File: src/rtl/hazard_control_unit_pkg.sv
// Shared types and constants for the pipeline hazard/sequencing controller.
package pipeline_ctrl_pkg;

   typedef enum logic {
      RUN     = 1'b0,
      MD_WAIT = 1'b1
   } md_state_e;

   localparam logic [4:0] REG_ZERO = 5'd0;

   typedef struct packed {
      logic pc_write;
      logic if_id_write;
      logic if_id_flush;
      logic id_ex_bubble;
   } ctrl_t;

   // While in reset the front end is frozen and everything downstream is a nop.
   localparam ctrl_t CTRL_RESET  = '{pc_write: 1'b0, if_id_write: 1'b0, if_id_flush: 1'b1, id_ex_bubble: 1'b1};
   localparam ctrl_t CTRL_RUN    = '{pc_write: 1'b1, if_id_write: 1'b1, if_id_flush: 1'b0, id_ex_bubble: 1'b0};
   localparam ctrl_t CTRL_BRANCH = '{pc_write: 1'b1, if_id_write: 1'b1, if_id_flush: 1'b1, id_ex_bubble: 1'b1};
   localparam ctrl_t CTRL_STALL  = '{pc_write: 1'b0, if_id_write: 1'b0, if_id_flush: 1'b0, id_ex_bubble: 1'b1};

endpackage

File: src/rtl/hazard_control_unit_if.sv
// Pipeline <-> hazard unit signal bundle; master is the pipeline, slave the hazard unit.
interface hazard_control_unit_if #(parameter int CNT_W = 16);
   logic             ID_EX_MemRead;
   logic [4:0]       ID_EX_RegRt;
   logic [4:0]       IF_ID_Rs;
   logic [4:0]       IF_ID_Rt;
   logic             IF_ID_UsesRt;
   logic             IF_ID_HiLo;
   logic             ID_EX_MulDiv;
   logic             EX_BranchTaken;
   logic             ID_Jump;
   logic             PCWrite;
   logic             IF_ID_Write;
   logic             IF_ID_Flush;
   logic             ID_EX_Bubble;
   logic             MD_Busy;
   logic             MD_Done;
   logic [CNT_W-1:0] StallCount;
   logic [CNT_W-1:0] FlushCount;

   modport master (
      output ID_EX_MemRead, ID_EX_RegRt, IF_ID_Rs, IF_ID_Rt, IF_ID_UsesRt,
             IF_ID_HiLo, ID_EX_MulDiv, EX_BranchTaken, ID_Jump,
      input  PCWrite, IF_ID_Write, IF_ID_Flush, ID_EX_Bubble,
             MD_Busy, MD_Done, StallCount, FlushCount
   );

   modport slave (
      input  ID_EX_MemRead, ID_EX_RegRt, IF_ID_Rs, IF_ID_Rt, IF_ID_UsesRt,
             IF_ID_HiLo, ID_EX_MulDiv, EX_BranchTaken, ID_Jump,
      output PCWrite, IF_ID_Write, IF_ID_Flush, ID_EX_Bubble,
             MD_Busy, MD_Done, StallCount, FlushCount
   );
endinterface

File: src/rtl/hazard_control_unit_sat_counter.sv
// Saturating event counter used for the stall/flush performance counters.
module hazard_sat_counter #(
   parameter int WIDTH = 16
) (
   input  logic             Clk,
   input  logic             Rst_n,
   input  logic             Inc,
   output logic [WIDTH-1:0] Count
);

   always_ff @(posedge Clk or negedge Rst_n) begin
      if (!Rst_n)
         Count <= '0;
      else if (Inc && (Count != '1))
         Count <= Count + 1'b1;
   end

endmodule

File: src/rtl/hazard_control_unit.sv
// Front-end sequencing: load-use and HI/LO stalls, branch/jump flushes, mult/div occupancy.
module hazard_control_unit
   import pipeline_ctrl_pkg::*;
#(
   parameter int MD_LATENCY = 32,
   parameter int CNT_W      = 16
) (
   input logic                  Clk,
   input logic                  Rst_n,
   hazard_control_unit_if.slave hz
);

   md_state_e        state;
   logic [7:0]       md_cnt;
   logic             md_busy;
   logic             md_done;
   logic             load_use;
   logic             md_haz;
   ctrl_t            ctrl;
   logic [CNT_W-1:0] stall_cnt;
   logic [CNT_W-1:0] flush_cnt;

   assign load_use = hz.ID_EX_MemRead && (hz.ID_EX_RegRt != REG_ZERO) &&
                     ((hz.ID_EX_RegRt == hz.IF_ID_Rs) ||
                      (hz.IF_ID_UsesRt && (hz.ID_EX_RegRt == hz.IF_ID_Rt)));
   assign md_haz   = (state == MD_WAIT) && hz.IF_ID_HiLo;

   // A taken branch squashes the stalled instruction, so it outranks any stall.
   always_comb begin
      ctrl = CTRL_RUN;
      if (!Rst_n)
         ctrl = CTRL_RESET;
      else if (hz.EX_BranchTaken)
         ctrl = CTRL_BRANCH;
      else if (md_haz || load_use)
         ctrl = CTRL_STALL;
      else if (hz.ID_Jump)
         ctrl.if_id_flush = 1'b1;
   end

   // Start in MD_WAIT is ignored; the counter counts down to the completion edge.
   always_ff @(posedge Clk or negedge Rst_n) begin
      if (!Rst_n) begin
         state   <= RUN;
         md_cnt  <= '0;
         md_busy <= 1'b0;
         md_done <= 1'b0;
      end else begin
         md_done <= 1'b0;
         case (state)
            RUN: begin
               if (hz.ID_EX_MulDiv) begin
                  state   <= MD_WAIT;
                  md_cnt  <= 8'(MD_LATENCY - 1);
                  md_busy <= 1'b1;
               end
            end
            MD_WAIT: begin
               if (md_cnt == '0) begin
                  state   <= RUN;
                  md_busy <= 1'b0;
                  md_done <= 1'b1;
               end else begin
                  md_cnt <= md_cnt - 1'b1;
               end
            end
            default: state <= RUN;
         endcase
      end
   end

   hazard_sat_counter #(.WIDTH(CNT_W)) u_stall_cnt (
      .Clk   (Clk),
      .Rst_n (Rst_n),
      .Inc   (!ctrl.pc_write),
      .Count (stall_cnt)
   );

   hazard_sat_counter #(.WIDTH(CNT_W)) u_flush_cnt (
      .Clk   (Clk),
      .Rst_n (Rst_n),
      .Inc   (ctrl.if_id_flush),
      .Count (flush_cnt)
   );

   assign hz.PCWrite      = ctrl.pc_write;
   assign hz.IF_ID_Write  = ctrl.if_id_write;
   assign hz.IF_ID_Flush  = ctrl.if_id_flush;
   assign hz.ID_EX_Bubble = ctrl.id_ex_bubble;
   assign hz.MD_Busy      = md_busy;
   assign hz.MD_Done      = md_done;
   assign hz.StallCount   = stall_cnt;
   assign hz.FlushCount   = flush_cnt;

endmodule

File: src/flat_wrapper.sv
// flat-port wrapper written by rule: the top's interface ports become plain ports
module hazard_control_unit_flat import pipeline_ctrl_pkg::*;
#(
   parameter int MD_LATENCY = 32,
   parameter int CNT_W      = 16
)
  (Clk, Rst_n, hz_ID_EX_MemRead, hz_ID_EX_RegRt, hz_IF_ID_Rs, hz_IF_ID_Rt, hz_IF_ID_UsesRt, hz_IF_ID_HiLo, hz_ID_EX_MulDiv, hz_EX_BranchTaken, hz_ID_Jump, hz_PCWrite, hz_IF_ID_Write, hz_IF_ID_Flush, hz_ID_EX_Bubble, hz_MD_Busy, hz_MD_Done, hz_StallCount, hz_FlushCount);
  hazard_control_unit_if #(.CNT_W(CNT_W)) hz_i ();
  input logic Clk;
  input logic Rst_n;
  input wire logic [$bits(hz_i.ID_EX_MemRead)-1:0] hz_ID_EX_MemRead;
  input wire logic [$bits(hz_i.ID_EX_RegRt)-1:0] hz_ID_EX_RegRt;
  input wire logic [$bits(hz_i.IF_ID_Rs)-1:0] hz_IF_ID_Rs;
  input wire logic [$bits(hz_i.IF_ID_Rt)-1:0] hz_IF_ID_Rt;
  input wire logic [$bits(hz_i.IF_ID_UsesRt)-1:0] hz_IF_ID_UsesRt;
  input wire logic [$bits(hz_i.IF_ID_HiLo)-1:0] hz_IF_ID_HiLo;
  input wire logic [$bits(hz_i.ID_EX_MulDiv)-1:0] hz_ID_EX_MulDiv;
  input wire logic [$bits(hz_i.EX_BranchTaken)-1:0] hz_EX_BranchTaken;
  input wire logic [$bits(hz_i.ID_Jump)-1:0] hz_ID_Jump;
  output wire logic [$bits(hz_i.PCWrite)-1:0] hz_PCWrite;
  output wire logic [$bits(hz_i.IF_ID_Write)-1:0] hz_IF_ID_Write;
  output wire logic [$bits(hz_i.IF_ID_Flush)-1:0] hz_IF_ID_Flush;
  output wire logic [$bits(hz_i.ID_EX_Bubble)-1:0] hz_ID_EX_Bubble;
  output wire logic [$bits(hz_i.MD_Busy)-1:0] hz_MD_Busy;
  output wire logic [$bits(hz_i.MD_Done)-1:0] hz_MD_Done;
  output wire logic [$bits(hz_i.StallCount)-1:0] hz_StallCount;
  output wire logic [$bits(hz_i.FlushCount)-1:0] hz_FlushCount;
  assign hz_i.ID_EX_MemRead = hz_ID_EX_MemRead;
  assign hz_i.ID_EX_RegRt = hz_ID_EX_RegRt;
  assign hz_i.IF_ID_Rs = hz_IF_ID_Rs;
  assign hz_i.IF_ID_Rt = hz_IF_ID_Rt;
  assign hz_i.IF_ID_UsesRt = hz_IF_ID_UsesRt;
  assign hz_i.IF_ID_HiLo = hz_IF_ID_HiLo;
  assign hz_i.ID_EX_MulDiv = hz_ID_EX_MulDiv;
  assign hz_i.EX_BranchTaken = hz_EX_BranchTaken;
  assign hz_i.ID_Jump = hz_ID_Jump;
  assign hz_PCWrite = hz_i.PCWrite;
  assign hz_IF_ID_Write = hz_i.IF_ID_Write;
  assign hz_IF_ID_Flush = hz_i.IF_ID_Flush;
  assign hz_ID_EX_Bubble = hz_i.ID_EX_Bubble;
  assign hz_MD_Busy = hz_i.MD_Busy;
  assign hz_MD_Done = hz_i.MD_Done;
  assign hz_StallCount = hz_i.StallCount;
  assign hz_FlushCount = hz_i.FlushCount;
  hazard_control_unit #(.MD_LATENCY(MD_LATENCY), .CNT_W(CNT_W)) u_core (.Clk(Clk), .Rst_n(Rst_n), .hz(hz_i));
endmodule
File: config.mk
export PLATFORM = sky130hd
export DESIGN_NAME = hazard_control_unit_flat
export DESIGN_NICKNAME = d
export VERILOG_FILES = /design/src/rtl/hazard_control_unit_pkg.sv /design/src/rtl/hazard_control_unit_if.sv /design/src/rtl/hazard_control_unit_sat_counter.sv /design/src/rtl/hazard_control_unit.sv /design/src/flat_wrapper.sv
export SDC_FILE = /design/constraint.sdc
export NUM_CORES = 1
export LEC_CHECK = 0
export BUFFER_PORTS_ARGS = -buffer_cell sky130_fd_sc_hd__buf_2
export CAP_MARGIN = 20
export CORE_ASPECT_RATIO = 1.2
export CORE_MARGIN = 2
export CORE_UTILIZATION = 25
export CTS_CLUSTER_DIAMETER = 120
export CTS_CLUSTER_SIZE = 12
export DETAILED_ROUTE_END_ITERATION = 8
export PLACE_DENSITY = 0.47
export SETUP_SLACK_MARGIN = 0.5
export SYNTH_ARGS = -nofsm -noshare
export SYNTH_HDL_FRONTEND = slang
export SYNTH_HIERARCHICAL = 1
export SYNTH_SLANG_ARGS = --single-unit
File: constraint.sdc
create_clock -name Clk -period 3.3 [get_ports Clk]
set_input_delay 0.165 -clock Clk [delete_from_list [all_inputs] [get_ports Clk]]
set_output_delay 0.165 -clock Clk [all_outputs]
set_load 0.1 [all_outputs]
==> results of run 1 <==
==> how the worst max path moves through the flow <==
stage | from | endpoint | slack [ps] | depth (start not counted)
global route | u_core/state | u_core/u_stall_cnt/Count[7] | 1060 | 8
detailed placement | hz_ID_EX_RegRt[3] | u_core/u_stall_cnt/Count[5] | 1000 | 10
global placement | hz_ID_EX_RegRt[3] | u_core/u_flush_cnt/Count[7] | 1070 | 9
floorplan | hz_ID_EX_RegRt[1] | u_core/u_flush_cnt/Count[14] | 890 | 7
CTS | u_core/state | u_core/u_stall_cnt/Count[5] | 1240 | 8
finish | u_core/md_cnt[0] | u_core/md_cnt[5] | 1240 | 6
==> critical path: cells and delay by family, from the launching register on <==
kind | cells | cell delay (ps)
simple gates | 1 | 170
compound gates | 3 | 1080
buf+inv | 1 | 80
flops | 1 | 410
fa+ha+maj | 1 | 230
==> cells in the mapped netlist (all sizes together), types with 3 or more instances <==
cell type | count | area share [%]
nor3 | 5 | 1.4
nand2b | 3 | 0.75
a32oi | 3 | 1.1
and4 | 6 | 2.4
nand3 | 14 | 3.8
o21ai | 7 | 1.4
a21oi | 11 | 2.2
nor2 | 13 | 2.2
inv | 3 | 0.45
dfrtp | 43 | 43
nand2 | 13 | 2.0
mux2i | 3 | 1.2
nor4 | 6 | 4.5
and3 | 7 | 1.8
ha | 4 | 2.0
o21a | 11 | 3.3
nand4 | 21 | 7.0
a31oi | 10 | 2.5
o31ai | 3 | 2.0
xor2 | 13 | 4.6
xnor2 | 11 | 3.9
==> cells by family after synthesis <==
| group | synth area share [%] |
|---|---|
| compound gates | 14.52 |
| buf+inv | 1.356 |
| xor+xnor | 8.438 |
| simple gates | 28.38 |
| fa+ha+maj | 2.009 |
| mux | 2.109 |
| flops | 43.19 |
==> metrics by stage <==
step / std cells / util (%) / hold slack (ps) / total power, mW
2_1_floorplan: 229 / - / -130.6 / 1.840
3_3_place_gp: 411 / 30.57 / 383.5 / 2.083
3_5_place_dp: 411 / 30.57 / 394.4 / 2.092
4_1_cts: 419 / 32.38 / 84.94 / 2.692
5_1_grt: 419 / 32.38 / 111.5 / 2.809
6_report: 419 / 32.38 / 34.63 / 2.658
==> registers in the layout, indices dropped and copies added (netlist names) <==
name and cells:
u_core/hz.MD_Done 1, u_core/state 1, u_core/md_cnt 8, u_core/hz.MD_Busy 1, u_core/u_flush_cnt/Count 16, u_core/u_stall_cnt/Count 16
==> layout make-up <==
cell class                      count  share of cell area [%]
Inverter                            3                  0.3617
Clock buffer                        6                   4.461
Timing Repair Buffer               62                   10.13
Sequential cell                    43                   34.57
Clock inverter                      2                   1.125
Tap cell                          123                   4.944
Multi-Input combinational cell    180                   44.41
==> power by group through the flow <==
stage | Combinational (mW) | Clock, mW | Sequential [mW]
final | 1.20 | 0.583 | 0.875
after global routing | 1.28 | 0.626 | 0.908
after CTS | 1.21 | 0.605 | 0.876
after detailed placement | 1.21 | 0 | 0.883
after global placement | 1.20 | 0 | 0.886
after floorplan | 0.364 | 0 | 1.48
==> layer usage <==
layer,up-vias,part of all wire [%]
met2,32,51
li1,1015,-
met1,1020,45
met4,0,0.91
met5,-,0
met3,4,3.3
==> impl_summary.log, run 1 <==
[metrics] FF-to-FF setup slack: 1240 ps
[metrics] share of total power consumed by net switching: 51.12%
[metrics] relative contribution of sequential cells to total power: 32.9%
[metrics] met2 layer usage reported by global route: 20.09%
[metrics] pwr/cell area: 853.8 nW/µm²
[metrics] most frequent cells in the layout: sky130_fd_sc_hd__buf_2, sky130_fd_sc_hd__dfrtp_1, sky130_fd_sc_hd__nand4_1, sky130_fd_sc_hd__xor2_1, sky130_fd_sc_hd__nand2_1
[metrics] initial core utilization: 25.91%
[metrics] first-pass GRT wire length: 10300 µm
[metrics] wire per inst: 14.43 µm
[metrics] Worst Max-Slew Pin Slew: 853.6 ps
[metrics] CP cell instances: inv_1 -> ha_1 -> nor3b_1 -> a31oi_1 -> a31oi_1 -> a41o_1
[metrics] clock network fraction of design power: 21.9%
[metrics] Worst Setup Path Type: reg2reg
[metrics] vias in the first global route: 2073
[metrics] number of input and output port buffers inserted: 60
[metrics] largest fanout on the critical path: 11
[metrics] Fin Clk Skew: 4.284 ps
[metrics] Final setup violation count: 0
[metrics] maximum capacitance violations: 0
[metrics] unrepaired setup endpoints after global routing: false
[metrics] synthesized instance count: 229
[metrics] total setup buffers inserted after CTS: 0
[metrics] CTS sink count: 43
[metrics] leakage power summed over all cells: 1.415 nW
[metrics] number of synthesized flops with an enable pin: 0
[metrics] pin count of the biggest net entering global routing: 44
[metrics] Final Max Slew Viols: 0
[metrics] Netlist Area Pre-Place: 2491 µm²
[metrics] standard-cell row count: 39
[metrics] FF-to-FF End: u_core/md_cnt[5]
[metrics] result of the run: finished clean
[metrics] post-route cell area: 3113 µm²
[metrics] die height: 113.4 µm
[metrics] worst ir drop on vdd: 768.7 µV
[metrics] Worst Slack Setup Final: 1236 ps
[metrics] Arr. time, crit path: 2230 ps
[metrics] clk slew on worst S/H paths: 60 ps
[metrics] yosys warns: 6
[metrics] required time at the worst-slack endpoint: 3470 ps
[metrics] FF/Latch Area: 1076 µm²
[metrics] hold bufs inserted after CTS: 0
[metrics] final number of hold-violating endpoints: 0
[metrics] detailed-route via count: 2071
[metrics] post-placement cell area: 2939 µm²
[metrics] CTS tree: done
[metrics] I/O pin count: 61
[metrics] leading cell type in the layout, fill and taps excluded: sky130_fd_sc_hd__buf_2
[metrics] net switching power of the design: 1.359 mW
[metrics] Net count, final: 322
[metrics] Clock Root Buffer: sky130_fd_sc_hd__clkbuf_16
[metrics] Routed WL: 6045 µm
[metrics] number of antenna violations at the first check in global routing: 0
[metrics] most frequent CP cell: sky130_fd_sc_hd__a31oi_1
[metrics] fin crit period: 2064 ps
[metrics] fraction of power consumed by combinational cells: 45.1%
[metrics] Crit. End Element: register
[metrics] starting DRC count in detailed routing: 74
[metrics] average vias per placed instance: 4.943
[metrics] Max clock buf depth: 2
[metrics] GRT busiest layer: met2
[metrics] depth of the most critical reg-to-reg path: 6
[metrics] met1 usage: 15.60%
[metrics] final setup TNS: 0 ps
[metrics] fmax: 484.5 MHz
[metrics] post-synthesis sequential area ratio: 43.19%
[metrics] async set-or-reset flop fraction in the synthesized netlist: 100.0%
[metrics] total internal power: 1.299 mW
[metrics] area added between synthesis and finish: 24.96%
[metrics] met3 track demand over resource in global routing: 2.264%
[metrics] grt ovf: 0
[metrics] mean area per synthesized cell: 10.88 µm²
[metrics] cell with the largest stage delay on the worst path: sky130_fd_sc_hd__a31oi_1
[metrics] Placer Congestion: 0.7702
[metrics] overall die width: 95.13 µm
[metrics] H-tree depth reported by CTS: 2
[metrics] quantity of gates resized following cts: 0
[metrics] diode count: 0
[metrics] syn nets: 256
[metrics] post-synthesis sequential element count: 43
[metrics] launching element type of the critical path: register
[metrics] drt drc: 0
[metrics] Num CTS Buffers: 5
[metrics] Worst Setup Slack post-DPL: 1002 ps
[metrics] Yosys cell types: 45
[metrics] FF-to-FF Start: u_core/md_cnt[0]
[metrics] iteration count of the initial detailed-routing pass: 4
[metrics] Detail Placement HPWL: 4450 µm
[metrics] Die Outline Area: 10780 µm²
[metrics] CORE AREA: 9613 µm²
[metrics] area occupied by multi-input gates: 1383 µm²
[metrics] total routing resource utilization after global routing: 11.99%
[metrics] clock latency of the later-clocked register in the worst-skew pair: 280 ps
[metrics] Tightest Hold Check Type: in2async
[metrics] share of cells above drive strength 1: 31.42%
[metrics] Filler Cell Count: 1019
[metrics] critical path's largest stage delay: 670 ps
[metrics] predominant post-synthesis flop cell: sky130_fd_sc_hd__dfrtp_1
[metrics] worst slew margin relative to its limit: 42.83%
[metrics] post-route clock period utilization: 62.55%
[metrics] number of antenna-violating nets in the routed design: 0
Note: power is estimated with default switching activity, not from simulation.
==> run 2, diff against run 1 <==
--- a/config.mk
+++ b/config.mk
@@ -5,6 +5,7 @@
 export SDC_FILE = /design/constraint.sdc
 export NUM_CORES = 1
 export LEC_CHECK = 0
+export ABC_AREA = 1
 export BUFFER_PORTS_ARGS = -buffer_cell sky130_fd_sc_hd__buf_2
 export CAP_MARGIN = 20
 export CORE_ASPECT_RATIO = 1.2
@@ -13,7 +14,7 @@
 export CTS_CLUSTER_DIAMETER = 120
 export CTS_CLUSTER_SIZE = 12
 export DETAILED_ROUTE_END_ITERATION = 8
-export PLACE_DENSITY = 0.47
+export PLACE_DENSITY = 0.48
 export SETUP_SLACK_MARGIN = 0.5
 export SYNTH_ARGS = -nofsm -noshare
 export SYNTH_HDL_FRONTEND = slang
==> constraint.sdc (replaced) <==
create_clock -name Clk -period 1.75 [get_ports Clk]
set_input_delay 0.0875 -clock Clk [delete_from_list [all_inputs] [get_ports Clk]]
set_output_delay 0.0875 -clock Clk [all_outputs]
set_load 0.1 [all_outputs]
==> impl_summary.log, run 2 <==
[metrics] overall die width: 103.8 µm
[metrics] largest fanout on the critical path: 8
[metrics] leakage power summed over all cells: 2.115 nW
[metrics] library cell with the highest instance count after synthesis: sky130_fd_sc_hd__nand2_1
[metrics] relative contribution of sequential cells to total power: 26.8%
[metrics] fmax: 692.0 MHz
[metrics] Worst Setup Path Type: reg2reg
[metrics] post-synthesis sequential element count: 43
[metrics] async set-or-reset flop fraction in the synthesized netlist: 100.0%
[metrics] mean area per synthesized cell: 6.951 µm²
[metrics] worst ir drop on vdd: 1214 µV
[metrics] number of antenna-violating nets in the routed design: 0
[metrics] Crit. End Element: register
[metrics] I/O pin count: 61
[metrics] standard-cell row count: 43
[metrics] maximum capacitance violations: 0
[metrics] fraction of power consumed by combinational cells: 59.3%
[metrics] worst-case hold path end point: u_core/hz.MD_Busy
[metrics] final number of hold-violating endpoints: 0
[metrics] grt ovf: 0
[metrics] required time at the worst-slack endpoint: 1970 ps
[metrics] wire per inst: 12.25 µm
[metrics] pin count of the biggest net entering global routing: 44
[metrics] Filler Cell Count: 1243
[metrics] CTS tree: done
[metrics] leading cell type in the layout, fill and taps excluded: sky130_fd_sc_hd__nand2_1
[metrics] gate family responsible for the most delay along the worst path: flip-flops
[metrics] Netlist Area Pre-Place: 2989 µm²
[metrics] FF-to-FF setup slack: 300 ps
[metrics] syn nets: 457
[metrics] leading registers by flop count: u_core/u_flush_cnt/Count: 16 flops, u_core/u_stall_cnt/Count: 16 flops, u_core/md_cnt: 8 flops
[metrics] predominant post-synthesis flop cell: sky130_fd_sc_hd__dfrtp_1
[metrics] final setup TNS: 0 ps
[metrics] Clock Root Buffer: sky130_fd_sc_hd__clkbuf_16
[metrics] Num CTS Buffers: 5
[metrics] Final setup violation count: 0
[metrics] Arr. time, crit path: 1670 ps
[metrics] H-tree depth reported by CTS: 2
[metrics] cell depth of the worst setup path: 9
[metrics] most frequent CP cell: sky130_fd_sc_hd__nor2_4
[metrics] CORE AREA: 11620 µm²
[metrics] clock network fraction of design power: 13.9%
[metrics] Synth top area share: 36.00%
[metrics] post-synthesis sequential area ratio: 36.00%
[metrics] CP cell instances: ha_4 -> inv_4 -> nor2_4 -> nand2_4 -> nor2_4 -> nor2_4 -> clkbuf_16 -> nand2_2 -> nand2_1
[metrics] FF-to-FF End: u_core/u_stall_cnt/Count[8]
[metrics] Worst Setup Slack post-DPL: 123.1 ps
[metrics] cell accounting for the most synthesized area: sky130_fd_sc_hd__dfrtp_1
[metrics] count of buffer and inverter cells on the critical path: 2
[metrics] total routing resource utilization after global routing: 13.12%
[metrics] post-placement cell area: 3731 µm²
[metrics] Final Max Slew Viols: 0
[metrics] Tightest Hold Check Type: in2reg
[metrics] share of cells above drive strength 1: 48.14%
[metrics] Max clock buf depth: 2
[metrics] most frequent cells in the layout: sky130_fd_sc_hd__nand2_1, sky130_fd_sc_hd__buf_4, sky130_fd_sc_hd__inv_1, sky130_fd_sc_hd__nand2_2, sky130_fd_sc_hd__dfrtp_4
[metrics] iteration count of the initial detailed-routing pass: 4
[metrics] Detail Placement HPWL: 5762 µm
[metrics] diode count: 0
[metrics] launching element type of the critical path: register
[metrics] first-pass GRT wire length: 13790 µm
[metrics] FF-to-FF Start: u_core/u_stall_cnt/Count[0]
[metrics] # placed instances: 646
[metrics] yosys warns: 6
[metrics] initial core utilization: 25.72%
[metrics] leading post-synthesis cells by cell area: sky130_fd_sc_hd__dfrtp_1, sky130_fd_sc_hd__nand2_1, sky130_fd_sc_hd__inv_1
[metrics] starting DRC count in detailed routing: 100
[metrics] depth of the most critical reg-to-reg path: 9
[metrics] list of most frequent post-synthesis cells: sky130_fd_sc_hd__nand2_1, sky130_fd_sc_hd__inv_1, sky130_fd_sc_hd__dfrtp_1
[metrics] total internal power: 3.238 mW
[metrics] pwr/cell area: 1476 nW/µm²
[metrics] worst hold slack: 62.51 ps
[metrics] die height: 123.8 µm
[metrics] Die Outline Area: 12850 µm²
[metrics] synthesized instance count: 430
[metrics] result of the run: finished clean
[metrics] Placer Congestion: 0.8251
[metrics] Worst Max-Slew Pin Slew: 587.4 ps
[metrics] worst slew margin relative to its limit: 60.84%
[metrics] post-layout total power: 6.851 mW
[metrics] number of input and output port buffers inserted: 60
[metrics] unrepaired setup endpoints after global routing: true
[metrics] area added between synthesis and finish: 55.30%
[metrics] net switching power of the design: 3.613 mW
[metrics] drt drc: 0
[metrics] fin crit period: 1445 ps
[metrics] average vias per placed instance: 4.445
[metrics] number of synthesized flops with an enable pin: 0
[metrics] post-route clock period utilization: 82.57%
[metrics] final std cells w/o fill: 695
[metrics] clock latency of the later-clocked register in the worst-skew pair: 280 ps
[metrics] Fin Clk Skew: 3.156 ps
[metrics] core occupancy in the finished layout: 39.94%
[metrics] Net count, final: 564
[metrics] share of total power consumed by net switching: 52.73%
[metrics] Yosys cell types: 26
[metrics] CTS sink count: 43
[metrics] clk slew on worst S/H paths: 70 ps
[metrics] Worst Slack Setup Final: 305.0 ps
[metrics] number of antenna violations at the first check in global routing: 0
[metrics] detailed-route via count: 3089
[metrics] hold_sp: hz_ID_EX_MulDiv
[metrics] cell with the largest stage delay on the worst path: sky130_fd_sc_hd__dfrtp_4
[metrics] number of cells on the worst hold path: 3
[metrics] vias in the first global route: 2939
[metrics] Routed WL: 8515 µm
[metrics] post-route cell area: 4642 µm²
[metrics] critical path's largest stage delay: 510 ps
-- run 2: changes by cell type in the layout (fill, tap and decap cells not counted), sizes merged, moves of 8 or more --
cell   change
inv       +52
o21a      -11
buf       +35
nand3      +9
xor2       -8
a21oi      -9
nand2    +167
a31oi     -10
nor2      +45
o21ai     +20
-- run 2: logic make-up (layout without fill, tap and decap cells) --
kind of cell	Yosys count	in the layout	synth area share, %
simple gates	277	278	42.99
buf+inv	59	166	8.623
flops	43	43	36.00
compound gates	31	31	6.028
xor+xnor	16	16	4.688
fa+ha+maj	4	4	1.674
-- run 2: layout make-up --
type	count	area (µm²)	share of cell area, %
Multi-Input combinational cell	329	2036	43.85
Sequential cell	43	1197	25.80
Timing Repair Buffer	103	845.8	18.22
Inverter	54	215.2	4.636
Tap cell	157	196.4	4.232
Clock buffer	5	125.1	2.695
Clock inverter	3	20.02	0.4313
Timing Repair inverter	1	6.256	0.1348
-- run 2: what timing repair did --
item	4_1_cts	5_1_grt
hold endpoints to repair	43	0
setup endpoints to repair	74	52
buffers inserted	23	14
gates cloned	2	1
gates resized for setup	67	72
hold buffers	1	0
pin swaps	24	47
-- run 2: power groups by stage --
stage / Sequential [mW] / Clock [mW] / Combinational (mW)
floorplan: 3.20 / 0 / 1.26
global placement: 1.84 / 0 / 3.18
detailed placement: 1.84 / 0 / 3.21
CTS: 1.82 / 0.994 / 3.75
global route: 1.89 / 1.04 / 4.33
finish: 1.83 / 0.952 / 4.07
-- run 2: worst max-delay path by stage --
| stage | from | endpoint | slack [ps] |
|---|---|---|---|
| finish | u_core/u_stall_cnt/Count[0] | u_core/u_stall_cnt/Count[8] | 300 |
| global route | u_core/md_cnt[2] | u_core/md_cnt[3] | 230 |
| CTS | u_core/u_stall_cnt/Count[0] | u_core/u_stall_cnt/Count[7] | 310 |
| detailed placement | hz_ID_EX_RegRt[3] | u_core/u_stall_cnt/Count[15] | 120 |
| global placement | hz_ID_EX_RegRt[0] | u_core/u_stall_cnt/Count[15] | 150 |
| floorplan | u_core/u_flush_cnt/Count[0] | u_core/u_flush_cnt/Count[13] | 190 |
-- run 2: layer usage --
metal | global-route usage, % | wire, µm
met4 | 4.054 | 174
met3 | 2.669 | 345
met2 | 23.60 | 4395
met1 | 15.88 | 3599
met5 | 0 | 0
-- run 2: worst reg2reg max path: stages, from the launching register on --
cell and delay, ps:
sky130_fd_sc_hd__dfrtp_4 510, sky130_fd_sc_hd__ha_4 190, sky130_fd_sc_hd__inv_4 70, sky130_fd_sc_hd__nor2_4 40, sky130_fd_sc_hd__nand2_4 60, sky130_fd_sc_hd__nor2_4 40, sky130_fd_sc_hd__nor2_4 150, sky130_fd_sc_hd__clkbuf_16 210
sky130_fd_sc_hd__nand2_2 50, sky130_fd_sc_hd__nand2_1 60
==> run 3, diff against run 2 <==
==> constraint.sdc (replaced) <==
create_clock -name Clk -period 1.3 [get_ports Clk]
set_input_delay 0.065 -clock Clk [delete_from_list [all_inputs] [get_ports Clk]]
set_output_delay 0.065 -clock Clk [all_outputs]
set_load 0.1 [all_outputs]
==> impl_summary.log, run 3 (synthesized netlist as in run 2, its figures left out) <==
[metrics] result of the run: finished with violations
[metrics] violated checks: negative hold slack, negative setup slack
[metrics] Fin Clk Skew: 11.22 ps
[metrics] iteration count of the initial detailed-routing pass: 4
[metrics] largest fanout on the critical path: 3
[metrics] grt ovf: 0
[metrics] clock network fraction of design power: 12.4%
[metrics] highest metal layer with signal wires: met4
[metrics] fmax: 683.7 MHz
[metrics] critical path's largest stage delay: 380 ps
[metrics] Die Outline Area: 12850 µm²
[metrics] diode count: 0
[metrics] wire per inst: 12.15 µm
[metrics] standard-cell row count: 43
[metrics] drt drc: 0
[metrics] detailed-route via count: 3394
[metrics] relative contribution of sequential cells to total power: 19.9%
[metrics] average vias per placed instance: 4.374
[metrics] Max clock buf depth: 2
[metrics] Num CTS Buffers: 5
[metrics] leading registers by flop count: u_core/u_flush_cnt/Count: 16 flops, u_core/u_stall_cnt/Count: 16 flops, u_core/md_cnt: 8 flops
[metrics] FF-to-FF setup slack: -160 ps
[metrics] Crit. End Element: output port
[metrics] Worst Slack Setup Final: -162.6 ps
[metrics] die height: 123.8 µm
[metrics] fraction of power consumed by combinational cells: 67.7%
[metrics] cell with the largest stage delay on the worst path: sky130_fd_sc_hd__dfrtp_1
[metrics] initial core utilization: 25.72%
[metrics] most frequent CP cell: sky130_fd_sc_hd__nand2_2
[metrics] net switching power of the design: 5.351 mW
[metrics] Placer Congestion: 0.8238
[metrics] Worst Max-Slew Pin Slew: 610.8 ps
[metrics] post-route clock period utilization: 112.5%
[metrics] Clock Root Buffer: sky130_fd_sc_hd__clkbuf_16
[metrics] I/O pin count: 61
[metrics] number of antenna violations at the first check in global routing: 0
[metrics] leading cell type in the layout, fill and taps excluded: sky130_fd_sc_hd__nand2_1
[metrics] area added between synthesis and finish: 100.7%
[metrics] starting DRC count in detailed routing: 103
[metrics] launching element type of the critical path: register
[metrics] worst hold slack: -66.18 ps
[metrics] count of buffer and inverter cells on the critical path: 2
[metrics] detailed-routing wirelength on met1: 3857 µm
[metrics] post-layout total power: 11.68 mW
[metrics] gate family responsible for the most delay along the worst path: flip-flops
[metrics] Final Max Slew Viols: 0
[metrics] fin crit period: 1463 ps
[metrics] overall die width: 103.8 µm
[metrics] worst ir drop on vdd: 1689 µV
[metrics] number of antenna-violating nets in the routed design: 0
[metrics] final number of hold-violating endpoints: 43
[metrics] met3 wire length: 263 µm
[metrics] CP cell instances: nand2_2 -> nand2_2 -> buf_6 -> a21oi_4 -> buf_12
[metrics] FF-to-FF End: u_core/u_flush_cnt/Count[13]
[metrics] pwr/cell area: 1946 nW/µm²
[metrics] required time at the worst-slack endpoint: 1240 ps
[metrics] CTS sink count: 43
[metrics] CORE AREA: 11620 µm²
[metrics] H-tree depth reported by CTS: 2
[metrics] unrepaired setup endpoints after global routing: true
[metrics] number of input and output port buffers inserted: 60
[metrics] share of cells above drive strength 1: 56.87%
[metrics] most frequent cells in the layout: sky130_fd_sc_hd__nand2_1, sky130_fd_sc_hd__buf_4, sky130_fd_sc_hd__buf_6, sky130_fd_sc_hd__inv_1, sky130_fd_sc_hd__buf_12
[metrics] pin count of the biggest net entering global routing: 44
[metrics] Routed WL: 9432 µm
[metrics] Final setup violation count: 45
[metrics] final setup TNS: -4904 ps
[metrics] first-pass GRT wire length: 15320 µm
[metrics] Worst Setup Path Type: reg2out
[metrics] leakage power summed over all cells: 2.762 nW
[metrics] total routing resource utilization after global routing: 14.55%
[metrics] share of total power consumed by net switching: 45.82%
[metrics] Detail Placement HPWL: 6603 µm
[metrics] maximum capacitance violations: 0
[metrics] met2 wirelength from detailed routing: 5191 µm
[metrics] clk slew on worst S/H paths: 60 ps
[metrics] worst slew margin relative to its limit: 59.28%
[metrics] Arr. time, crit path: 1400 ps
[metrics] clock latency of the later-clocked register in the worst-skew pair: 290 ps
[metrics] CTS tree: done
[metrics] total internal power: 6.327 mW
[metrics] depth of the most critical reg-to-reg path: 9
[metrics] FF-to-FF Start: u_core/u_flush_cnt/Count[1]
[metrics] Tightest Hold Check Type: in2async
[metrics] vias in the first global route: 3390
[metrics] Net count, final: 645
run 3: worst reg2reg max path, stage by stage, from the launching register on:
cell,delay (ps)
sky130_fd_sc_hd__dfrtp_4,500
sky130_fd_sc_hd__ha_4,190
sky130_fd_sc_hd__inv_6,60
sky130_fd_sc_hd__nor2_4,40
sky130_fd_sc_hd__nand2_2,80
sky130_fd_sc_hd__nor2_4,50
sky130_fd_sc_hd__nor2_4,180
sky130_fd_sc_hd__clkbuf_16,200
sky130_fd_sc_hd__nand2_2,50
sky130_fd_sc_hd__nand2_1,50
run 3: cell type report:
| type | count | area, µm² |
|---|---|---|
| sequential | 43 | 1199 |
| timing repair buffer | 185 | 2097 |
| inverter | 54 | 227.7 |
| fill | 1105 | 5622 |
| clock buffer | 7 | 132.6 |
| clock inverter | 1 | 30.03 |
| timing repair inverter | 1 | 6.256 |
| multi-input combinational | 328 | 2111 |
| tap | 157 | 196.4 |
run 3: layer usage:
layer / global-route usage [%] / up-vias
met4: 3.970 / 0
met3: 2.355 / 12
met1: 16.26 / 1609
li1: - / 1719
met5: 0 / -
met2: 28.62 / 54
run 3: per-stage QoR:
| step | setup slack (ps) | instance area (µm²) | util, % | cells |
|---|---|---|---|---|
| 3_3_place_gp | -196.7 | 4902 | 42.18 | 739 |
| 6_report | -162.6 | 6000 | 51.63 | 776 |
| 2_1_floorplan | -256.2 | 3222 | - | 430 |
| 5_1_grt | -223.3 | 6000 | 51.63 | 776 |
| 3_5_place_dp | -232.6 | 4902 | 42.18 | 739 |
| 4_1_cts | -176.2 | 5588 | 48.08 | 760 |
run 3: power by group through the flow:
stage / clock, mW / combinational (mW) / sequential [mW]
2_1_floorplan: 0 / 1.72 / 4.31
3_3_place_gp: 0 / 6.51 / 2.24
3_5_place_dp: 0 / 6.59 / 2.24
4_1_cts: 1.50 / 7.39 / 2.31
5_1_grt: 1.55 / 8.35 / 2.38
6_report: 1.45 / 7.91 / 2.32
run 3: worst max-delay path by stage:
stage	start	to	slack, ps	cells past startpoint
after detailed placement	hz_ID_EX_RegRt[0]	u_core/u_stall_cnt/Count[15]	-230	18
after floorplan	u_core/u_flush_cnt/Count[0]	u_core/u_flush_cnt/Count[13]	-260	9
after global routing	u_core/u_flush_cnt/Count[1]	u_core/u_flush_cnt/Count[13]	-220	9
after CTS	u_core/state	hz_IF_ID_Write	-180	5
final	u_core/state	hz_IF_ID_Write	-160	5
after global placement	hz_ID_EX_RegRt[2]	u_core/u_flush_cnt/Count[15]	-200	15
run 3: repair_timing:
action,in CTS,in global routing
gates resized for setup,114,78
hold endpoints to repair,43,20
endpoints found under the setup margin,81,81
gates cloned,1,2
pin swaps,23,39
setup buffers,12,14
